<file path="config.mk">
export PLATFORM = sky130hd
export DESIGN_NAME = vmem_wr_scheduler
export DESIGN_NICKNAME = d
export VERILOG_FILES = /design/src/rtl/vmem_wr_scheduler.sv
export SDC_FILE = /design/constraint.sdc
export NUM_CORES = 1
export LEC_CHECK = 0
export ABC_AREA = 1
export CORE_MARGIN = 3
export CORE_UTILIZATION = 53
export CTS_CLUSTER_DIAMETER = 80
export DETAILED_ROUTE_END_ITERATION = 12
export PLACE_DENSITY = 0.82
export RECOVER_POWER = 50
export SLEW_MARGIN = 40
export SYNTH_ARGS = -nofsm -noshare
export SYNTH_HDL_FRONTEND = slang
export SYNTH_SLANG_ARGS = --single-unit
</file>
<file path="constraint.sdc">
create_clock -name clk -period 2.2 [get_ports clk]
set_input_delay 0.66 -clock clk [delete_from_list [all_inputs] [get_ports clk]]
set_output_delay 0.66 -clock clk [all_outputs]
set_load 0.03 [all_outputs]
</file>
<file path="src/rtl/vmem_wr_scheduler.sv">
// Sequences every write into the VGA text memory: a CPU write FIFO drained one
// entry at a time, plus a clear engine that fills the whole screen with one character.
module vmem_wr_scheduler #(
  parameter int unsigned ADDR_WIDTH = 15,
  parameter int unsigned DEPTH      = 8,
  parameter int unsigned WEN_CYCLES = 2,
  parameter int unsigned CLR_COUNT  = 10240
) (
  input  logic                     clk,
  input  logic                     rst,
  input  logic                     cpu_wr_en,
  input  logic [ADDR_WIDTH-1:0]    cpu_addr,
  input  logic [7:0]               cpu_char,
  output logic                     cpu_stall,
  input  logic                     clr_req,
  input  logic [7:0]               clr_char,
  output logic                     clr_busy,
  output logic [ADDR_WIDTH-1:0]    vga_addr,
  output logic [7:0]               vga_char,
  output logic                     vga_wen,
  output logic [$clog2(DEPTH):0]   fifo_level
);

  localparam int unsigned PW = $clog2(DEPTH);
  localparam int unsigned LW = PW + 1;
  localparam int unsigned CW = (WEN_CYCLES > 1) ? $clog2(WEN_CYCLES) : 1;

  typedef enum logic [1:0] {IDLE, SETUP, WRITE, CLEAR} state_t;

  state_t                state;
  logic [ADDR_WIDTH+7:0] mem [DEPTH];
  logic [PW-1:0]         wr_ptr;
  logic [PW-1:0]         rd_ptr;
  logic [CW-1:0]         cnt;
  logic [7:0]            clr_char_q;
  logic                  full;
  logic                  empty;
  logic                  push;
  logic                  pop;
  logic                  cnt_last;
  logic                  clr_last;

  // Space freed by a pop is only visible to the next cycle's push.
  always_comb begin
    full      = (fifo_level == LW'(DEPTH));
    empty     = (fifo_level == '0);
    push      = cpu_wr_en & ~full & ~clr_busy;
    cpu_stall = cpu_wr_en & (full | clr_busy);
    pop       = (state == IDLE) & ~empty;
    cnt_last  = (cnt == CW'(WEN_CYCLES - 1));
    clr_last  = (vga_addr == ADDR_WIDTH'(CLR_COUNT - 1));
  end

  always_ff @(posedge clk) begin
    if (push) mem[wr_ptr] <= {cpu_addr, cpu_char};
  end

  always_ff @(posedge clk or posedge rst) begin
    if (rst) begin
      state      <= IDLE;
      wr_ptr     <= '0;
      rd_ptr     <= '0;
      fifo_level <= '0;
      cnt        <= '0;
      clr_busy   <= 1'b0;
      clr_char_q <= '0;
      vga_addr   <= '0;
      vga_char   <= '0;
      vga_wen    <= 1'b0;
    end else begin
      if (push) wr_ptr <= wr_ptr + 1'b1;
      if (pop)  rd_ptr <= rd_ptr + 1'b1;
      case ({push, pop})
        2'b10:   fifo_level <= fifo_level + 1'b1;
        2'b01:   fifo_level <= fifo_level - 1'b1;
        default: ;
      endcase

      if (clr_req && !clr_busy) begin
        clr_busy   <= 1'b1;
        clr_char_q <= clr_char;
      end

      case (state)
        IDLE: begin
          vga_wen <= 1'b0;
          if (clr_busy && empty) begin
            vga_addr <= '0;
            vga_char <= clr_char_q;
            cnt      <= '0;
            state    <= CLEAR;
          end else if (!empty) begin
            {vga_addr, vga_char} <= mem[rd_ptr];
            state                <= SETUP;
          end
        end
        SETUP: begin
          vga_wen <= 1'b1;
          cnt     <= '0;
          state   <= WRITE;
        end
        WRITE: begin
          if (cnt_last) begin
            vga_wen <= 1'b0;
            state   <= IDLE;
          end else begin
            cnt <= cnt + 1'b1;
          end
        end
        CLEAR: begin
          // First CLEAR cycle is the address setup; afterwards wen stays high
          // and the address steps every WEN_CYCLES cycles.
          if (!vga_wen) begin
            vga_wen <= 1'b1;
            cnt     <= '0;
          end else if (cnt_last) begin
            if (clr_last) begin
              vga_wen  <= 1'b0;
              clr_busy <= 1'b0;
              state    <= IDLE;
            end else begin
              vga_addr <= vga_addr + 1'b1;
              cnt      <= '0;
            end
          end else begin
            cnt <= cnt + 1'b1;
          end
        end
        default: state <= IDLE;
      endcase
    end
  end

endmodule
</file>
[Word-level counts from Yosys, hierarchy flattened]
Memory sizes are Yosys's and may differ from the RTL's.
Cells that the tools add are included.
Word-level totals
  word-level logic and storage cells: 84
  ROM bits: 0
  latch bits: 0
  register bits after elaboration: 46
  RAM bits: 184
  memories: 1
  output and inout port bits: 30
Memories
  mem: words 8, bits a word 23, rd ports 1, clocked after Yosys merged registers in 0, write ports 1, RTL line 31  | logic [ADDR_WIDTH+7:0] mem [DEPTH];
Cells by class
  order comparisons: 0
  add/sub/neg operators: 6
  equal/unequal tests: 15
  multiply operators: 0
  bitwise operators: 8
  multiplexer cells: 34
  div/mod/pow operators: 0
  reductions and logical operators: 10
  shifts and indexed selects: 0
Operators by type and width (number)
  2-to-1 mux 15 bit: 5
  one-hot mux 15 bit (2 select lines): 1
  2-to-1 mux 1 bit: 16
  2-to-1 mux 8 bit: 2
  adder 15 x 1 -> 15 bit, second input constant: 1
  == test 15 x 14 -> 1 bit, second input constant: 1
  2-to-1 mux 2 bit: 6
  != test 2 bit, second input constant: 5
  AND reduction 5 bit: 2
  one-hot mux 1 bit (4 select lines): 2
  one-hot mux 2 bit (4 select lines): 1
  one-hot mux 4 bit (2 select lines): 1
  adder 3 x 1 -> 3 bit, second input constant: 2
  == test 2 bit, second input constant: 3
  adder 4 x 1 -> 4 bit, second input constant: 1
  AND 1 bit: 4
  == test 2 x 1 -> 1 bit, second input constant: 2
  == test 4 bit, second input constant: 1
  logical NOT 4 bit: 1
  != test 2 x 1 -> 1 bit, second input constant: 2
  nonzero test 2 bit: 2
  subtractor 4 x 1 -> 4 bit, second input constant: 1
  != test 3 x 2 -> 1 bit, second input constant: 1
  NOT 1 bit: 3
  other kinds (6): 7

[Logic depth before layout (Yosys ltp)]
Gate-level depths: netlist of the first run.
  depth in word-level cells: 7
  gate-level depth with buffers: 11
  depth with buffers taken out: 11

[Worst setup path after synthesis of the first run]
No wires, ideal clock.
  path kind: register -> register
  start point: reg fifo_level[0]
  end point: mem mem[0][0] in the netlist's numbering, enable pin
  cell stages (with the launch flop): 6
  data required time: 1.797 ns
  arrival time: 2.277 ns
  path buffers: 0
  path slack: -0.479 ns
  cell sequence: dfrtp_1 nor2_2 nand3_1 nand3_1 or2_2 nor2_1
Between the ends
  word-level cells in the longest chain between the ends: 6
Ends and longest elaborated chain
  start, declared: RTL line 21  | output logic [$clog2(DEPTH):0] fifo_level
  start signal, assigned: RTL line 74  | 2'b10: fifo_level <= fifo_level + 1'b1;
  start signal, assigned: RTL line 75  | 2'b01: fifo_level <= fifo_level - 1'b1;
  == test 4 bit: RTL line 45  | full = (fifo_level == LW'(DEPTH));
  NOT 1 bit: RTL line 47  | push = cpu_wr_en & ~full & ~clr_busy;
  AND 1 bit (2 in a row): RTL line 47
  2-to-1 mux 1 bit: RTL line 55  | if (push) mem[wr_ptr] <= {cpu_addr, cpu_char};
  2-to-1 mux 1 bit (not written as such): RTL line 55
  end, declared: RTL line 31
Every way passes these cells.

[Final worst setup path of the first run]
  start point: reg fifo_level[2]
  end point: out cpu_stall
Between the ends
  word-level cells in the longest chain between the ends: 3
Ends and longest elaborated chain
  == test 4 bit: RTL line 45
  OR 1 bit: RTL line 48  | cpu_stall = cpu_wr_en & (full | clr_busy);
  AND 1 bit: RTL line 48
  end, declared: RTL line 14  | output logic cpu_stall,
Every way passes these cells.

==> results of run 1 <==
==> worst register-to-register path, delay by kind of cell, from the launching register on <==
family	cells	cell delay [ns]
and+or+nand+nor	4	0.68
DFF	1	0.46
xor gates and xnor gates	1	0.19
buffers and inverters	1	0.10
AOI/OAI and AO/OA	2	0.18
adders and majority gates	2	0.40
==> power by group through the flow <==
stage	Clock, W	Sequential (W)	Combinational [W]
6_report	0.00404	0.00548	0.00578
5_1_grt	0.00427	0.00553	0.00643
4_1_cts	0.00408	0.00547	0.00576
3_5_place_dp	0	0.00555	0.00584
3_3_place_gp	0	0.00554	0.00569
2_1_floorplan	0	0.00593	0.00355
==> flip-flops by register name (all words and copies together), names as in the netlist <==
name and count:
vga_addr 15, fifo_level 4, clr_char_q 8, clr_busy 1
rd_ptr 3, state 2, cnt 1, mem 184
vga_char 8, wr_ptr 3, vga_wen 1
==> final cells by class <==
class                           instances  area, sq um
Antenna cell                            1         2.50
Clock buffer                           24          579
Clock inverter                         18          206
Fill cell                            1334         6300
Inverter                               77          289
Multi-Input combinational cell        643         2970
Sequential cell                       230         6680
Tap cell                              229          287
Timing Repair Buffer                   97         1020
==> cell usage after synthesis (3+ instances only) <==
cell type  count  share of area
nand2_1      363           0.14
edfxtp_1     184           0.55
nand3_1      125          0.062
inv_1         70          0.026
nor2_1        52          0.019
dfrtp_1       46           0.11
o21ai_0       28          0.014
buf_2         23          0.011
a21oi_1       17         0.0084
clkbuf_1       9         0.0034
inv_2          7         0.0026
mux2_2         7         0.0078
nand4_1        7         0.0043
buf_1          6         0.0022
ha_1           6         0.0074
xor2_1         6         0.0052
a31oi_1        5         0.0031
nand2_2        4         0.0025
nand2_4        4         0.0045
nor2_2         3         0.0019
or2_2          3         0.0019
==> layout by cell type, fill, tap and decap left out, types with 17 or more instances in the layout <==
cell           instances
nand2_1              363
edfxtp_1             184
nand3_1              125
inv_1                 69
nor2_1                45
dfrtp_1               44
o21ai_0               28
dlygate4sd2_1         28
dlygate4sd3_1         24
clkbuf_16             23
a21oi_1               17
==> per-stage QoR <==
stage | util | instances | setup WS [ns] | instance area, sq um | TNS [ns]
2_1_floorplan | - | 990 | -0.351 | 10100 | -32.37
3_3_place_gp | 0.616 | 1275 | -0.287 | 11300 | -41.62
3_5_place_dp | 0.616 | 1275 | -0.305 | 11300 | -45.83
4_1_cts | 0.658 | 1318 | 0.0158 | 12100 | 0
5_1_grt | 0.656 | 1318 | -0.00330 | 12000 | -0.00330
6_report | 0.657 | 1319 | 0.0593 | 12000 | 0
==> per-layer routing <==
metal / vias to the layer above / track usage / share of wire
li1: 3458 / - / -
met1: 3451 / 0.309 / 0.42
met2: 317 / 0.360 / 0.48
met3: 36 / 0.0306 / 0.081
met4: 0 / 0.0580 / 0.019
met5: - / 0 / 0
==> how the worst max path moves through the flow <==
stage | startpoint | to
final | fifo_level[2] | cpu_stall
after global routing | fifo_level[1] | cpu_stall
after CTS | fifo_level[2] | cpu_stall
after detailed placement | cpu_wr_en | mem[6][20]
after global placement | cpu_wr_en | mem[6][10]
after floorplan | fifo_level[0] | mem[1][0]
==> logic make-up (layout without fill, tap and decap cells) <==
group / count (synthesis) / in the layout / synth area share
buffers and inverters: 117 / 216 / 0.0475
AO/OA/AOI/OAI: 58 / 58 / 0.0330
other: 0 / 1 / 0
adder cells (fa/ha/maj): 6 / 6 / 0.00745
AND/OR/NAND/NOR: 565 / 565 / 0.236
XOR/XNOR: 7 / 7 / 0.00608
multiplexers: 7 / 7 / 0.00782
flip-flops: 230 / 230 / 0.662
==> repair_timing <==
action                                 CTS  global route
setup endpoints to repair               30             3
pin swaps                                1             0
gates resized for setup                 30             4
buffers inserted                         1             0
endpoints found under the hold margin    0             0
==> summary.md, run 1 <==
| Metric | Value |
|---|---|
| Run status | finished, final reports clean |
| Slew at the pin closest to its max-slew limit | 0.719 ns |
| DRT iter0 DRCs | 699 |
| Area Growth Syn to Fin | 19.4% |
| Post-Syn Area | 0.0101 sq mm |
| Largest net degree at the start of global routing | 51 |
| H-tree levels | 1 |
| Max clock buf depth | 3 |
| Final setup viols | 0 |
| RSZ-0062 raised after global routing | true |
| Required time of the critical path | 1.54 ns |
| DR pass1 iterations | 5 |
| Num rows | 49 |
| Critical path, cell by cell | inv_1 -> nand3_1 -> a21boi_1 -> buf_4 |
| Number of max-cap violations | 0 |
| Hold Buf Count CTS | 0 |
| Yosys Warn Count | 0 |
| Reg power frac | 0.358 |
| Hold endpoint | vga_char[4] |
| CP Class | flop to primary output |
| Ys flop type | edfxtp_1 |
| Starting Density | 0.550 |
| Skew final | 0.0109 ns |
| Number of I/O port buffers | between 60 and 70 |
| Worst-path clk slew | 0.07 ns |
| Power density cells | 1270 mW/mm^2 |
| # IOs | 65 |
| Initial antenna violation count | 0 |
| Critical path startpoint category | flop |
| Normalized max-slew margin | 0.520 |
| Antenna Nets Post-Route | 0 |
| Internal power | 0.00934 W |
| Critical path arrival | 1.48 ns |
| F_max | 467 MHz |
| Ys async rst share | 0.200 |
| Seq/Total Area, Yosys | 0.662 |
| #FFs+latches synth | 230 |
| HP Start | vga_char[4] |
| Clock Latency Late Sink | 0.52 ns |
| Fin Hold WS | 0.499 ns |
| Worst hold path class | flop to flop |
| Wirelength per Cell | 17.0 um |
| Final Hold Vio Count | 0 |
| Delay-heaviest family, CP | flip-flops |
| Overall Global Routing Usage | 0.219 |
| Global placement routability congestion | approximately 0.86 |
| CP max stage cell | dfrtp_2 |
| CP Max Fanout | 5 |
| Die area | around 0.021 sq mm |
| PnR Total Power | 0.0153 W |
| Synth Area per Inst | roughly 10 sq um |
| DRT Wirelength | 22.4 mm |
| WP depth | 4 |
| Layout cells sized above 1 | 0.105 |
| Synth Instances | a little under 1000 |
| Hold path cells | 2 |
| EDFF count, synth | 184 |
| R2r setup slk | 0.12 ns |
| Clock sink total | 230 |
| Final period util | 0.973 |
| Global-route wire length before repair | 35.3 mm |
| Clk Tree Root Cell | clkbuf_16 |
| Die X | 144 um |
| Sw Pwr | 0.00596 W |
| VDD IR max | about 0.63 mV |
| Synth cell types | 33 |
| CP max stage delay | 0.46 ns |
| Sw Ratio | 0.390 |
| CTS tree | done |
| Clock power frac | 0.264 |
| Die height | approximately 140 um |
| WP buf/inv | 2 |
| Comb power frac | 0.378 |
| RR Startpoint | fifo_level[2] |
| Tmin final | about 2.1 ns |
| DPL Wire Length | ~14 mm |
| Placeable Area | approximately 0.018 sq mm |
| Critical Path End Type | primary output |
| Global route overflow | 0 |
| Pins Over Slew Limit | 0 |
| Syn Nets | 1031 |
| Nets | about 1100 |
| TritonCTS Buffers | 23 |
| Vias in the first global route | 6899 |
| Via count | 7262 |
| Drt drc | 0 |
| Leak pwr | 5.06 nW |
| R2r endpoint | fifo_level[2] |
| Vias per cell | ~5.5 |
| R2R cell count | 10 |
Power figures use the tool's default switching activity.
==> run 2, diff against run 1 <==
- CAP_MARGIN: not set -> 20
==> results of run 2 <==
The final DEF is identical to that of run 1; final timing and power are the same.
==> run 3, diff against run 2 <==
- CTS_CLUSTER_SIZE: not set -> 12
- TNS_END_PERCENT: not set -> 1
==> run 3 against run 2 <==
- register-to-register slack about the same
- critical endpoint unchanged
- total power is 3.1% lower
- global-route usage up 0.50 points
- sequential cell count is the same
- highest routed layer unchanged
- critical path depth is the same
- critical path type unchanged
- largest cell class unchanged
- count of clock-buffer cells in the layout grew 16
- cell count fell by 0.15%
- sequential share of layout area rose by 0.86 points
==> summary.md, run 3 (same netlist as run 1, synthesis figures left out) <==
| Metric | Value |
|---|---|
| Initial antenna violation count | 0 |
| Global placement routability congestion | about 0.89 |
| Final period util | 0.966 |
| RSZ-0062 raised after global routing | true |
| Number of I/O port buffers | between 60 and 70 |
| F_max | 471 MHz |
| Fin Hold WS | 0.481 ns |
| Die X | 144 um |
| Required time of the critical path | ~1.5 ns |
| Clock Latency Late Sink | between 0.5 and 0.6 ns |
| FF+latch area | 0.00668 sq mm |
| Normalized max-slew margin | 0.501 |
| Num rows | 49 |
| Tmin final | between 2 and 2.5 ns |
| Max clock buf depth | 3 |
| DPL Wire Length | roughly 14 mm |
| Fillcell total | roughly 1300 |
| Comb power frac | 0.397 |
| Starting Density | 0.550 |
| Diode count | 0 |
| Run status | finished, final reports clean |
| Sw Pwr | between 0.005 and 0.006 W |
| CP Class | flop to primary output |
| DRT iter0 DRCs | 774 |
| CP max stage delay | 0.45 ns |
| Drt drc | 0 |
| CTS tree | done |
| Power density cells | 1250 mW/mm^2 |
| Internal power | between 0.008 and 0.009 W |
| Area Growth Syn to Fin | 17.6% |
| Critical path, cell by cell | inv_1 -> nand3_2 -> a21boi_2 -> buf_6 |
| Pins Over Slew Limit | 0 |
| Global route overflow | 0 |
| Die area | 0.0207 sq mm |
| Vias per cell | 5.54 |
| Finished Layout Cells | 1317 |
| Placeable Area | 0.0183 sq mm |
| Global-route wire length before repair | around 37 mm |
| Largest net degree at the start of global routing | between 70 and 80 |
| Final Hold Vio Count | 0 |
| Wirelength per Cell | 17.1 um |
| Worst hold path class | flop to flop |
| Max reg flops | 184 |
| Worst-path clk slew | 0.06 ns |
| VDD IR max | 0.717 mV |
| Critical path arrival | 1.46 ns |
| Die height | around 140 um |
| H-tree levels | 1 |
| Vias in the first global route | between 7000 and 8000 |
| Nets | between 1000 and 1500 |
| Antenna Nets Post-Route | 0 |
| Area of the multi-input gates | slightly below 0.003 sq mm |
| Layout cells sized above 1 | 0.0947 |
| Commonest non-fill, non-tap cell in the layout | nand2_1 |
| TritonCTS Buffers | 23 |
| Critical path startpoint category | flop |
| Largest register by flop count | mem |
| Clock sink total | 230 |
| Final setup viols | 0 |
| Via count | 7293 |
| Sw Ratio | 0.397 |
| Clock power frac | 0.235 |
| Cell count after placement | 1275 |
| Reg power frac | 0.368 |
| DR pass1 iterations | 5 |
| Number of max-cap violations | 0 |
| Largest regs | mem (184), vga_addr (15) |
| # IOs | 65 |
| Hold Buf Count CTS | 0 |
| CP Max Fanout | 5 |
| Overall Global Routing Usage | 0.224 |
| Skew final | 0.0213 ns |
| CP max stage cell | dfrtp_2 |
| Leak pwr | 5.01 nW |
| DRT Wirelength | 22.6 mm |
| Slew at the pin closest to its max-slew limit | 0.748 ns |
| Most frequent cells in the layout | nand2_1, edfxtp_1, nand3_1 |
| Critical Path End Type | primary output |
| Clk Tree Root Cell | clkbuf_16 |
-- run 3: cell count changes in the layout (fill, tap and decap cells not counted), sizes merged, moves of 3 or more --
cell | before | now
bufinv | 4 | 0
dlymetal6s2s | 0 | 3
clkinvlp | 3 | 0
clkinv | 8 | 0
clkbuf | 29 | 43
-- run 3: layout make-up --
class                      count  share of cell area
timing repair buffer          97              0.0827
multi-input combinational    643               0.250
sequential                   230               0.564
tap                          229              0.0242
clock buffer                  40              0.0539
inverter                      77              0.0244
clock inverter                 1            0.000950
-- run 3: power by group through the flow --
stage / logic [W] / registers, W / clock network, W
3_3_place_gp: 0.00576 / 0.00552 / 0
2_1_floorplan: 0.00355 / 0.00593 / 0
6_report: 0.00588 / 0.00546 / 0.00349
4_1_cts: 0.00584 / 0.00544 / 0.00353
5_1_grt: 0.00656 / 0.00550 / 0.00373
3_5_place_dp: 0.00592 / 0.00553 / 0
-- run 3: final timing paths --
check,startpoint,endpoint,slack (ns),depth (start not counted)
min in group asynchronous,rst,vga_wen,0.73,2
max in group asynchronous,rst,fifo_level[2],0.46,3
setup reg to reg,fifo_level[1],fifo_level[2],0.12,11
setup / recovery,fifo_level[2],cpu_stall,0.08,4
hold / removal,vga_char[1],vga_char[1],0.48,2
hold reg to reg,vga_char[1],vga_char[1],0.48,2
-- run 3: worst max-delay path: cells and delay by family (launching register included) --
family	cells	cell delay, ns
DFF	1	0.45
AOI/OAI and AO/OA	1	0.16
and+or+nand+nor	1	0.10
buffers and inverters	2	0.24
-- run 3: repair_timing --
action | in CTS | in global routing
endpoints found under the hold margin | 0 | 0
gates resized for setup | 27 | 9
setup buffers | 0 | 1
setup endpoints to repair | 27 | 4
pin swaps | 0 | 2
-- run 3: layer usage --
| metal | routed length [um] | vias to the layer above | track usage | part of all wire |
|---|---|---|---|---|
| met3 | 2350 | 38 | 0.0486 | 0.10 |
| li1 | - | 3469 | - | - |
| met1 | 8920 | 3432 | 0.308 | 0.40 |
| met4 | 379 | 0 | 0.0550 | 0.017 |
| met5 | 0 | - | 0 | 0 |
| met2 | 10900 | 354 | 0.366 | 0.48 |
-- run 3: metrics by stage --
stage / util / power, W / cell area (sq um) / setup slack, ns / setup TNS, ns
floorplan: - / 0.00949 / 10100 / -0.351 / -43.68
global placement: 0.612 / 0.0113 / 11200 / -0.277 / -41.86
detailed placement: 0.612 / 0.0114 / 11200 / -0.296 / -48.57
CTS: 0.646 / 0.0148 / 11800 / 0.00455 / 0
global route: 0.647 / 0.0158 / 11900 / -0.0208 / -0.0397
finish: 0.647 / 0.0148 / 11900 / 0.0753 / 0
